<file path="src/rtl/stack_fifo_buf_pkg.sv">
// Shared encodings and sizing helpers for the stack/FIFO buffer.
package stack_fifo_buf_pkg;

  localparam logic MODE_LIFO = 1'b0;
  localparam logic MODE_FIFO = 1'b1;

  // Encoded as {push, pop}
  typedef enum logic [1:0] {
    OP_NONE = 2'b00,
    OP_POP  = 2'b01,
    OP_PUSH = 2'b10,
    OP_BOTH = 2'b11
  } op_e;

  function automatic int cnt_width(input int depth);
    return $clog2(depth) + 1;
  endfunction

endpackage

</file>
<file path="src/rtl/stack_fifo_buf_mem.sv">
// Simple dual-port RAM: one write port, one registered read port.
// The array itself is not reset; only the read register is.
module stack_fifo_buf_mem #(
  parameter int DATA_WIDTH = 8,
  parameter int DEPTH      = 16,
  parameter int AW         = $clog2(DEPTH)
) (
  input  logic                  clk,
  input  logic                  reset,
  input  logic                  we,
  input  logic [AW-1:0]         waddr,
  input  logic [DATA_WIDTH-1:0] wdata,
  input  logic                  re,
  input  logic [AW-1:0]         raddr,
  output logic [DATA_WIDTH-1:0] rdata
);

  logic [DATA_WIDTH-1:0] mem_q [DEPTH];
  logic [DATA_WIDTH-1:0] rdata_q, rdata_d;

  always_ff @(posedge clk) begin
    if (we) mem_q[waddr] <= wdata;
  end

  // Same-address read and write returns the old word (replace-top relies on this)
  always_comb begin
    rdata_d = rdata_q;
    if (re) rdata_d = mem_q[raddr];
  end

  always_ff @(posedge clk or posedge reset) begin
    if (reset) rdata_q <= '0;
    else       rdata_q <= rdata_d;
  end

  assign rdata = rdata_q;

endmodule

</file>
<file path="src/rtl/stack_fifo_buf.sv">
// Run-time selectable LIFO/FIFO buffer with occupancy flags and sticky errors.
// Define STACK_FIFO_BUF_WATERMARK_EN to build the max_count high-watermark register.
module stack_fifo_buf
  import stack_fifo_buf_pkg::*;
#(
  parameter int DATA_WIDTH = 8,
  parameter int DEPTH      = 16,
  parameter int AF_THRESH  = DEPTH * 3 / 4,
  parameter int AE_THRESH  = DEPTH / 4
) (
  input  logic                          clk,
  input  logic                          reset,
  input  logic                          clear,
  input  logic                          mode,
  input  logic                          push,
  input  logic [DATA_WIDTH-1:0]         wr_data,
  input  logic                          pop,
  output logic [DATA_WIDTH-1:0]         rd_data,
  output logic                          rd_valid,
  output logic                          empty,
  output logic                          full,
  output logic                          almost_empty,
  output logic                          almost_full,
  output logic [cnt_width(DEPTH)-1:0]   count,
  output logic                          overflow,
  output logic                          underflow,
  output logic [cnt_width(DEPTH)-1:0]   max_count
);

  localparam int AW = $clog2(DEPTH);
  localparam int CW = cnt_width(DEPTH);

  logic [CW-1:0] count_q, count_d;
  logic [AW-1:0] wr_ptr_q, wr_ptr_d, rd_ptr_q, rd_ptr_d;
  logic          mode_q, mode_d;
  logic          rd_valid_q, rd_valid_d;
  logic          overflow_q, overflow_d, underflow_q, underflow_d;

  logic          is_empty, is_full, is_fifo, push_acc, pop_acc;
  logic          mem_we, mem_re;
  logic [AW-1:0] mem_waddr, mem_raddr, top_idx, push_idx;
  op_e           op;

  assign op       = op_e'({push, pop});
  assign is_empty = (count_q == '0);
  assign is_full  = (count_q == CW'(DEPTH));
  assign is_fifo  = (mode_q == MODE_FIFO);
  assign top_idx  = AW'(count_q - CW'(1));
  assign push_idx = AW'(count_q);

  always_comb begin
    push_acc    = 1'b0;
    pop_acc     = 1'b0;
    overflow_d  = overflow_q;
    underflow_d = underflow_q;
    if (clear) begin
      overflow_d  = 1'b0;
      underflow_d = 1'b0;
    end else begin
      unique case (op)
        OP_PUSH: if (!is_full) push_acc = 1'b1; else overflow_d = 1'b1;
        OP_POP:  if (!is_empty) pop_acc = 1'b1; else underflow_d = 1'b1;
        OP_BOTH: begin
          push_acc = 1'b1;
          if (is_empty) underflow_d = 1'b1;
          else          pop_acc     = 1'b1;
        end
        default: ;
      endcase
    end
  end

  always_comb begin
    count_d    = count_q;
    wr_ptr_d   = wr_ptr_q;
    rd_ptr_d   = rd_ptr_q;
    mode_d     = mode_q;
    rd_valid_d = pop_acc;
    mem_we     = push_acc;
    mem_re     = pop_acc;
    mem_raddr  = is_fifo ? rd_ptr_q : top_idx;
    // LIFO push+pop overwrites the current top rather than growing the stack
    mem_waddr  = is_fifo ? wr_ptr_q : (pop_acc ? top_idx : push_idx);

    if (push_acc && !pop_acc) count_d = count_q + CW'(1);
    if (pop_acc && !push_acc) count_d = count_q - CW'(1);
    if (is_fifo) begin
      if (push_acc) wr_ptr_d = wr_ptr_q + AW'(1);
      if (pop_acc)  rd_ptr_d = rd_ptr_q + AW'(1);
    end
    if (is_empty && !push_acc) mode_d = mode;

    if (clear) begin
      count_d  = '0;
      wr_ptr_d = '0;
      rd_ptr_d = '0;
    end
  end

  always_ff @(posedge clk or posedge reset) begin
    if (reset) begin
      count_q     <= '0;
      wr_ptr_q    <= '0;
      rd_ptr_q    <= '0;
      mode_q      <= MODE_LIFO;
      rd_valid_q  <= 1'b0;
      overflow_q  <= 1'b0;
      underflow_q <= 1'b0;
    end else begin
      count_q     <= count_d;
      wr_ptr_q    <= wr_ptr_d;
      rd_ptr_q    <= rd_ptr_d;
      mode_q      <= mode_d;
      rd_valid_q  <= rd_valid_d;
      overflow_q  <= overflow_d;
      underflow_q <= underflow_d;
    end
  end

`ifdef STACK_FIFO_BUF_WATERMARK_EN
  logic [CW-1:0] max_count_q, max_count_d;

  always_comb begin
    max_count_d = (count_d > max_count_q) ? count_d : max_count_q;
    if (clear) max_count_d = '0;
  end

  always_ff @(posedge clk or posedge reset) begin
    if (reset) max_count_q <= '0;
    else       max_count_q <= max_count_d;
  end

  assign max_count = max_count_q;
`else
  assign max_count = '0;
`endif

  stack_fifo_buf_mem #(
    .DATA_WIDTH (DATA_WIDTH),
    .DEPTH      (DEPTH),
    .AW         (AW)
  ) u_mem (
    .clk   (clk),
    .reset (reset),
    .we    (mem_we),
    .waddr (mem_waddr),
    .wdata (wr_data),
    .re    (mem_re),
    .raddr (mem_raddr),
    .rdata (rd_data)
  );

  assign rd_valid     = rd_valid_q;
  assign overflow     = overflow_q;
  assign underflow    = underflow_q;
  assign count        = count_q;
  assign empty        = is_empty;
  assign full         = is_full;
  assign almost_empty = (count_q <= CW'(AE_THRESH));
  assign almost_full  = (count_q >= CW'(AF_THRESH));

endmodule

</file>
<file path="config.mk">
export PLATFORM = sky130hd
export DESIGN_NAME = stack_fifo_buf
export DESIGN_NICKNAME = d
export VERILOG_FILES = /design/src/rtl/stack_fifo_buf_pkg.sv /design/src/rtl/stack_fifo_buf_mem.sv /design/src/rtl/stack_fifo_buf.sv
export SDC_FILE = /design/constraint.sdc
export NUM_CORES = 1
export LEC_CHECK = 0
export ABC_CLOCK_PERIOD_IN_PS = 3930
export CAP_MARGIN = 20
export CORE_MARGIN = 8
export CORE_UTILIZATION = 55
export DETAILED_ROUTE_END_ITERATION = 7
export PLACE_DENSITY_LB_ADDON = 0.05
export SLEW_MARGIN = 15
export SYNTH_ARGS = -nofsm -noshare
export SYNTH_HDL_FRONTEND = slang
export SYNTH_SLANG_ARGS = --single-unit
</file>
<file path="constraint.sdc">
create_clock -name clk -period 3.93 [get_ports clk]
set_input_delay 0.9825 -clock clk [delete_from_list [all_inputs] [get_ports clk]]
set_output_delay 0.9825 -clock clk [all_outputs]
set_load 0.02 [all_outputs]
</file>
* Word level (Yosys, flattened, before mapping)
Memories as Yosys holds them, arrays and structs flattened. A register that Yosys moved wholly into a read port is not among the register bits.
Cells that the tools add are included.
** Cells by class
- Multiplexer cells :: 26
- Add/sub/neg operators :: 4
- Order comparisons :: 2
- Equality and inequality tests :: 4
- Reduce and logical (&&, ||, !) cells :: 19
** Operators with widths (number)
- 2-to-1 mux 4 bit :: 9
- 2-to-1 mux 5 bit :: 3
- nonzero test 2 bit :: 7
- 2-to-1 mux 1 bit :: 13
- adder 4 x 1 -> 4 bit (second input constant) :: 2
- AND reduction 2 bit :: 4
- adder 5 x 1 -> 5 bit (second input constant) :: 1
- equality test 5 bit (second input constant) :: 1
- >= comparator 5 x 4 -> 1 bit (second input constant) :: 1
- less-or-equal comparator 5 x 3 -> 1 bit (second input constant) :: 1
- zero test 5 bit :: 1
- subtractor 5 x 1 -> 5 bit (second input constant) :: 1
- equality test 2 bit (second input constant) :: 2
- logical AND 1 bit :: 3
- nonzero test 3 bit :: 1
- equality test 2 x 1 -> 1 bit (second input constant) :: 1
- zero test 1 bit :: 2
- one-hot mux 1 bit (2 select lines) :: 1
- OR reduction 2 bit :: 1
** Storage, ports and cells
- Memory bits (writable) :: 128
- Flip-flop bits (word level) :: 17
- Logic and storage cells :: 63
- Bits of input ports :: 14
- Memories kept :: 1
- Output and inout bits :: 25
** Memories
- u_mem.mem_q :: depth 16, bits a word 8, read ports 1, clocked after Yosys merged registers in 1, write ports 1, RTL line stack_fifo_buf_mem.sv:18 : logic [DATA_WIDTH-1:0] mem_q [DEPTH];

* Longest topological paths before layout
Gate-level depths: netlist (run 1).
- Word-level depth :: 9
- Depth in mapped cells :: 12
- Mapped depth without buffers :: 9

* Modules after synthesis
A second synthesis (run 1) with hierarchy kept.
** Unflattened totals
- Cell total of the unflattened synthesis :: 388
- Area total of the unflattened synthesis :: 6577.6 um2
** By module, submodules not included
- stack_fifo_buf_mem :: area an instance 5335.1 um2, seq. area each 4043.9 um2, times used 1, cells each 241
- stack_fifo_buf :: area an instance 1242.4 um2, seq. area each 425.4 um2, times used 1, cells each 147

* Worst setup path before layout (run 1)
OpenSTA, ideal clock, no wires.
- Path kind :: reg2reg
- From :: reg count_q[0], in the netlist count[0]
- To :: mem u_mem.mem_q[0][0], enable pin
- Cell stages (with the launch flop) :: 13
- Setup time :: 370 ps
- Path buffers :: 3
- Data required time :: 3560 ps
- Slack :: 430 ps
- Clock period less this slack :: 3500 ps
- Data arrival time :: 3130 ps
- Cell sequence :: dfrtp_1 clkbuf_1 inv_1 clkbuf_1 ha_1 or4b_4 clkinv_4 nor3_2 buf_6 mux2i_1 o21ai_1 or4_4 nor2_1
** On the way
- Cells in the longest elaborated chain, start to end :: 6
- Elaborated cells on any way between the ends :: 13
- Those cells by class :: 1 x add/sub; 1 x eq/ne; 10 x mux; 1 x reduce/logical
** Ends and longest elaborated chain
- start, declared :: RTL line stack_fifo_buf.sv:33 : logic [CW-1:0] count_q, count_d;
- start signal, assigned :: RTL line stack_fifo_buf.sv:110 : count_q <= count_d;
- zero test 5 bit :: RTL line stack_fifo_buf.sv:45 : assign is_empty = (count_q == '0);
- named net empty :: RTL line stack_fifo_buf.sv:20 : output logic empty,
- 2-to-1 mux 1 bit :: RTL line stack_fifo_buf.sv:62, stack_fifo_buf.sv:65
- 2-to-1 mux 1 bit
- 2-to-1 mux 1 bit :: RTL line stack_fifo_buf.sv:56 : if (clear) begin
- 2-to-1 mux 4 bit (2 in a row) :: RTL line stack_fifo_buf.sv:83 : mem_waddr = is_fifo ? wr_ptr_q : (pop_acc ? top_idx : push_idx);
- end, declared :: RTL line stack_fifo_buf_mem.sv:18
The timed path passes the listed nets, and every way through them passes these cells.

* Worst setup path after layout (run 1)
- From :: reg count_q[1], in the netlist count[1]
- To :: out empty
** On the way
- Cells in the longest elaborated chain, start to end :: 1
** Ends and longest elaborated chain (RTL line)
- zero test 5 bit :: stack_fifo_buf.sv:45
- end, declared :: stack_fifo_buf.sv:20
No other way between the ends.

==> results.tsv, run 1 <==
stage	metric	value	unit
power	p_clk_share	23.6	%
yosys	synth_most_common_cell	edfxtp_1	
routing	drc_errors	0	
yosys	synth_cell_types	57	
global_routing	antenna_found_initial	0	
worst_hold_path	min_delay_path_depth	2	
yosys	ys_seq_area_share	60.12	%
sta	fmax	293.4	MHz
power	vdd_drop_max	0.5506	mV
flow_run	max_cap_violations	0	
worst_setup_path	cp_slowest_cell	clkdlybuf4s50_1	
yosys	ys.flop_type	edfxtp_1	
die	top_level_ports	39	
die	die-area	17490	um2
yosys	synth_common_cells	128 x edfxtp_1, 99 x nor2_1, 33 x clkbuf_1	
worst_setup_path	critPathMaxStageDelay	600	ps
sta	setup_viol	0	
worst_setup_path	critPathKind	reg2out	
routing	ant_nets	0	
power	p_switching	2.952	mW
routing	dr.pass1.iters	6	
sta	rsz0062_at_grt	false	
power	power.total	7.019	mW
sta	max-slew-margin-rel	43.81	%
cts	cts.htree.levels	4	
worst_setup_path	worstPathRequired	2950	ps
cts	postCtsSetupBuffers	0	
final_layout	diodes	0	
cts	clock_path_buffers	2	
die	core-area	13240	um2
yosys	yosys_warnings	0	
placed_design	hpwl	14070	um
yosys	syn_inst	665	
placed_design	port_buffers	33	
yosys	postSynth.asyncResetShare	16.34	%
cts	tritoncts	done	
routing	vias	5748	
final_layout	syn2layout_area_growth	16.71	%
sta	hold_violations	0	
routing	wl_per_cell	23.27	um
cts	cts_num_sinks	153	
outcome	status	completed	
die	die_w	132.3	um
sta	maxSlewViolCount	0	
worst_setup_path	critPathLaunchType	register	
yosys	ys_ff_latch	153	
yosys	yosys.area.top_type	edfxtp_1	
worst_setup_path	crit_chain	inv_1 > ha_1 > or4b_4 > clkinv_4 > clkdlybuf4s50_1	
sta	holdWs	500.3	ps
power	combinationalPowerShare	46.7	%
cts	post_cts_resized	0	
cts	numCtsBuffers	17	
die	die_y	132.3	um
worst_setup_path	cp-end-kind	output pin	
sta	tns	0	ps
sta	worstMarginPinSlew	840.2	ps
routing	drt-initial-drc-count	543	
final_layout	num-fill-cells	1060	
worst_hold_path	hp-class	reg2reg	
worst_setup_path	cp.arrival	2430	ps
global_routing	grt_use_total	24.11	%
power	p_int	4.067	mW
cts	cts.clk_slew.worst_paths	60	ps
final_layout	fin_nets	725	
power	seq_power_share	29.7	%
yosys	syn_area	7433	um2
final_layout	stdcell_area	8676	um2
power	power_density	809.0	nW/um2
placed_design	globalplace.congestion	0.9853	
placed_design	detailed_place.area	8035	um2
global_routing	grt_pass1_vias	5484	
cts	hold_buffers	0	
final_layout	drive_above_1_share	11.96	%
cts	clk_latency	430	ps
global_routing	grt_max_degree	48	
routing	vias_per_cell	6.422	
sta	skew	7.197	ps
worst_setup_path	crit_fanout	10	
routing	wl	20820	um
sta	post-route-period-util	86.72	%
cts	cts-root-buf	clkbuf_16	
power	p_sw_share	42.06	%
worst_setup_path	worstRegToRegCells	8	
yosys	synth_edf_count	128	
yosys	synth_top_cell_area_share	51.71	%
power	power.leakage	2.965	nW
global_routing	grt_pass1_wl	31930	um
yosys	syn_avg_cell_area	11.18	um2
global_routing	gr-total-overflow	0	
die	start_util	56.13	%
sta	fin_crit	3408	ps
yosys	synthTopCellsByArea	edfxtp_1 52%, dfrtp_1 8.4%, nor2_1 5.0%	
die	rows	42	
-- layer usage --
| layer | vias to the layer above | routed length, um | track usage [%] |
|---|---|---|---|
| met2 | 304 | 9516 | 37.40 |
| met5 | - | 0 | 0 |
| met4 | 0 | 570 | 9.338 |
| li1 | 2592 | - | - |
| met3 | 52 | 1924 | 6.745 |
| met1 | 2800 | 8813 | 31.47 |
-- power by group through the flow --
stage,clock [mW],combinational [mW],sequential [mW]
6_report,1.66,3.28,2.08
5_1_grt,1.73,3.54,2.10
4_1_cts,1.67,3.21,2.08
3_5_place_dp,0,3.19,2.11
3_3_place_gp,0,3.16,2.11
2_1_floorplan,0,2.15,2.09
-- state kept, by name, indices dropped and copies added, names as in the netlist --
signal       count
count            5
u_mem.mem_q    128
rd_ptr_q         4
is_fifo          1
u_mem.rdata      8
underflow        1
overflow         1
rd_valid         1
wr_ptr_q         4
-- final cells by class --
class,instances,area [um2],share of cell area (%)
clock buffers,17,425.4,4.903
clock inverters,15,182.7,2.106
inverters,13,53.80,0.6201
multi-input cells,451,2696,31.08
flip-flops and latches,153,4469,51.51
well taps,176,220.2,2.538
repair buffers,70,628.1,7.240
-- through the flow --
step | instances | setup slack (ps) | util [%]
floorplan | 669 | 429.8 | -
global placement | 862 | 449.3 | 60.68
detailed placement | 862 | 370.1 | 60.68
CTS | 894 | 506.7 | 65.27
global route | 895 | 435.9 | 65.51
finish | 895 | 521.9 | 65.51
-- layout by cell type, fill, tap and decap left out, drive strengths merged, types with 14 or more instances in the layout --
cell type	synthesis	layout
a21oi	31	31
buf	19	37
clkbuf	33	17
clkdlybuf4s50	0	33
dfrtp	25	25
edfxtp	128	128
inv	12	18
nand2	31	31
nand3	17	17
nor2	99	99
nor2b	30	30
nor3	15	15
o211ai	32	32
o21ai	23	23
o22ai	28	28
or3	14	14
-- worst max-delay path: cells and delay by family (launching register included) --
family        cells  cell delay [ps]
flops             1              480
fa+ha+maj         1              190
simple gates      1              520
buf+inv           3              810
-- worst paths after layout --
| path | from | end | slack [ps] |
|---|---|---|---|
| max | count[1] | empty | 520 |
| max reg2reg | count[1] | u_mem.rdata[7] | 660 |
| max in group asynchronous | reset | u_mem.rdata[6] | 2640 |
| min | underflow | underflow | 500 |
| min reg2reg | underflow | underflow | 500 |
| min in group asynchronous | reset | count[0] | 850 |
-- logic make-up after synthesis --
logic type	count (synthesis)	share of synthesized area [%]
and+or+nand+nor	235	15.50
xor gates and xnor gates	14	1.649
buffers and inverters	65	3.905
AOI/OAI and AO/OA	190	17.64
DFF	153	60.12
muxes	2	0.2861
other	1	0.05045
adders and majority gates	5	0.8416
(Power assumes the default switching activity.)
==> run 2, diff against run 1 <==
- CAP_MARGIN: 20 -> default
- CORE_MARGIN: 8 -> default
==> run 2 against run 1 <==
  * The flow now finishes with violations (design-rule violations)
  * Cell count shrank 0.11%
  * Via count fell by 0.64%
  * Core utilization is essentially flat
  * Global-route usage increased by 6.6 points
  * Fmax is 0.71% lower
  * Final area decreased by 0.46%
  * Largest power group unchanged
  * First-iteration DRC count grew 26%
  * Largest cell class unchanged
  * Clock-buffer cell count is the same
==> results.tsv, run 2 (synthesized netlist as in run 1, its figures left out) <==
stage	metric	value	unit	change
outcome	status	finished with violations		was completed
outcome	violations	design-rule violations		
die	start_util	56.36	%	was 56.13%
routing	wl	20470	um	was 20820 um
worst_hold_path	hp-class	reg2reg		unchanged
global_routing	grt_pass1_vias	5518		was 5484
cts	hold_buffers	0		unchanged
die	die_y	118.3	um	was 132.3 um
sta	holdWs	503.0	ps	was 500.3 ps
worst_setup_path	worstPathRequired	2950	ps	about the same
sta	fmax	291.3	MHz	was 293.4 MHz
die	top_level_ports	39		unchanged
cts	clock_path_buffers	2		unchanged
final_layout	drive_above_1_share	11.28	%	was 11.96%
sta	post-route-period-util	87.34	%	was 86.72%
die	die_w	118.3	um	was 132.3 um
final_layout	regArea	4469	um2	unchanged
worst_setup_path	critPathLaunchType	register		unchanged
cts	cts.clk_slew.worst_paths	60	ps	about the same
final_layout	num-fill-cells	981		was 1060
worst_setup_path	crit_fanout	10		unchanged
worst_setup_path	cp-end-kind	output pin		unchanged
routing	wl_per_cell	22.90	um	was 23.27 um
routing	vias_per_cell	6.388		was 6.422
sta	maxSlewViolCount	0		unchanged
cts	post_cts_resized	0		unchanged
cts	cts.htree.levels	4		unchanged
final_layout	diodes	0		unchanged
placed_design	hpwl	13600	um	was 14070 um
cts	clk_latency	430	ps	about the same
power	vdd_drop_max	0.5103	mV	was 0.5506 mV
global_routing	gr-total-overflow	0		unchanged
global_routing	grt_max_degree	48		unchanged
cts	postCtsSetupBuffers	0		unchanged
routing	vias	5711		was 5748
sta	tns	0	ps	unchanged
routing	ant_nets	0		unchanged
final_layout	top_register	u_mem.mem_q		unchanged
worst_setup_path	cp.arrival	2450	ps	was 2430 ps
global_routing	antenna_found_initial	0		unchanged
final_layout	final_common_cell	edfxtp_1		unchanged
routing	dr.pass1.iters	7		was 6
cts	numCtsBuffers	17		unchanged
final_layout	layout_common_cells	128 x edfxtp_1, 98 x nor2_1, 36 x buf_4		unchanged
routing	drc_errors	1		was 0
worst_setup_path	critPathKind	reg2out		unchanged
sta	skew	11.48	ps	was 7.197 ps
cts	cts-root-buf	clkbuf_16		unchanged
cts	cts_num_sinks	153		unchanged
sta	setup_viol	0		unchanged
final_layout	largest_reg_flops	128		unchanged
power	power.total	7.036	mW	was 7.019 mW
cts	tritoncts	done		unchanged
final_layout	syn2layout_area_growth	16.18	%	was 16.71%
placed_design	port_buffers	33		unchanged
die	die-area	13980	um2	was 17490 um2
routing	drt-initial-drc-count	683		was 543
sta	fin_crit	3433	ps	was 3408 ps
flow_run	max_cap_violations	0		unchanged
sta	max-slew-margin-rel	29.69	%	was 43.81%
power	power.leakage	2.943	nW	was 2.965 nW
sta	worstMarginPinSlew	1046	ps	was 840.2 ps
placed_design	globalplace.congestion	0.9063		was 0.9853
sta	rsz0062_at_grt	false		unchanged
power	power_density	814.7	nW/um2	was 809.0 nW/um2
final_layout	fin_nets	724		was 725
sta	hold_violations	0		unchanged
global_routing	grt_pass1_wl	31480	um	was 31930 um
die	rows	42		unchanged
global_routing	grt_use_total	30.69	%	was 24.11%
die	core-area	13190	um2	was 13240 um2
final_layout	multi_input_area	2691	um2	was 2696 um2
run 2: power by group:
part,leakage [nW],internal [mW],switching (mW)
logic,1.19,1.22,2.09
clock network,0.279,0.998,0.661
registers,1.47,1.91,0.165
run 2: final cells by class:
cell class                      count  area share, %
Clock buffer                       17          4.926
Inverter                           13         0.6230
Multi-Input combinational cell    451          31.16
Sequential cell                   153          51.75
Clock inverter                     15          2.028
Tap cell                          176          2.550
Timing Repair Buffer               69          6.955
run 2: routing by layer:
| layer | up-vias | routed length (um) | track usage, % |
|---|---|---|---|
| li1 | 2591 | - | - |
| met1 | 2743 | 8469 | 42.31 |
| met2 | 343 | 9604 | 46.95 |
| met3 | 34 | 1990 | 7.674 |
| met4 | 0 | 409 | 11.78 |
| met5 | - | 0 | 0 |
run 2: critical path, stage by stage, from the launching register on:
cell	delay, ps
dfrtp_1	490
inv_1	120
ha_1	190
or4b_4	530
clkinv_4	90
clkdlybuf4s50_1	590
run 2: stage by stage:
stage               setup slack [ps]  cells  area (um2)  utilization [%]
finish                         497.4    894        8636            65.47
global route                   394.9    894        8636            65.47
CTS                            496.7    894        8636            65.47
detailed placement             325.2    862        8035            60.92
global placement               422.6    862        8035            60.92
floorplan                      429.8    669        7448                -
run 2: path summary, 6_finish.rpt:
path                       startpoint  cells after the start                 end  slack (ps)
min reg2reg                 underflow                      2           underflow         500
min                         underflow                      2           underflow         500
max reg2reg                  count[1]                      9  u_mem.mem_q[11][6]         680
max in group asynchronous       reset                      2         rd_ptr_q[1]        2230
max                          count[1]                      5               empty         500
min in group asynchronous       reset                      2           underflow        1090
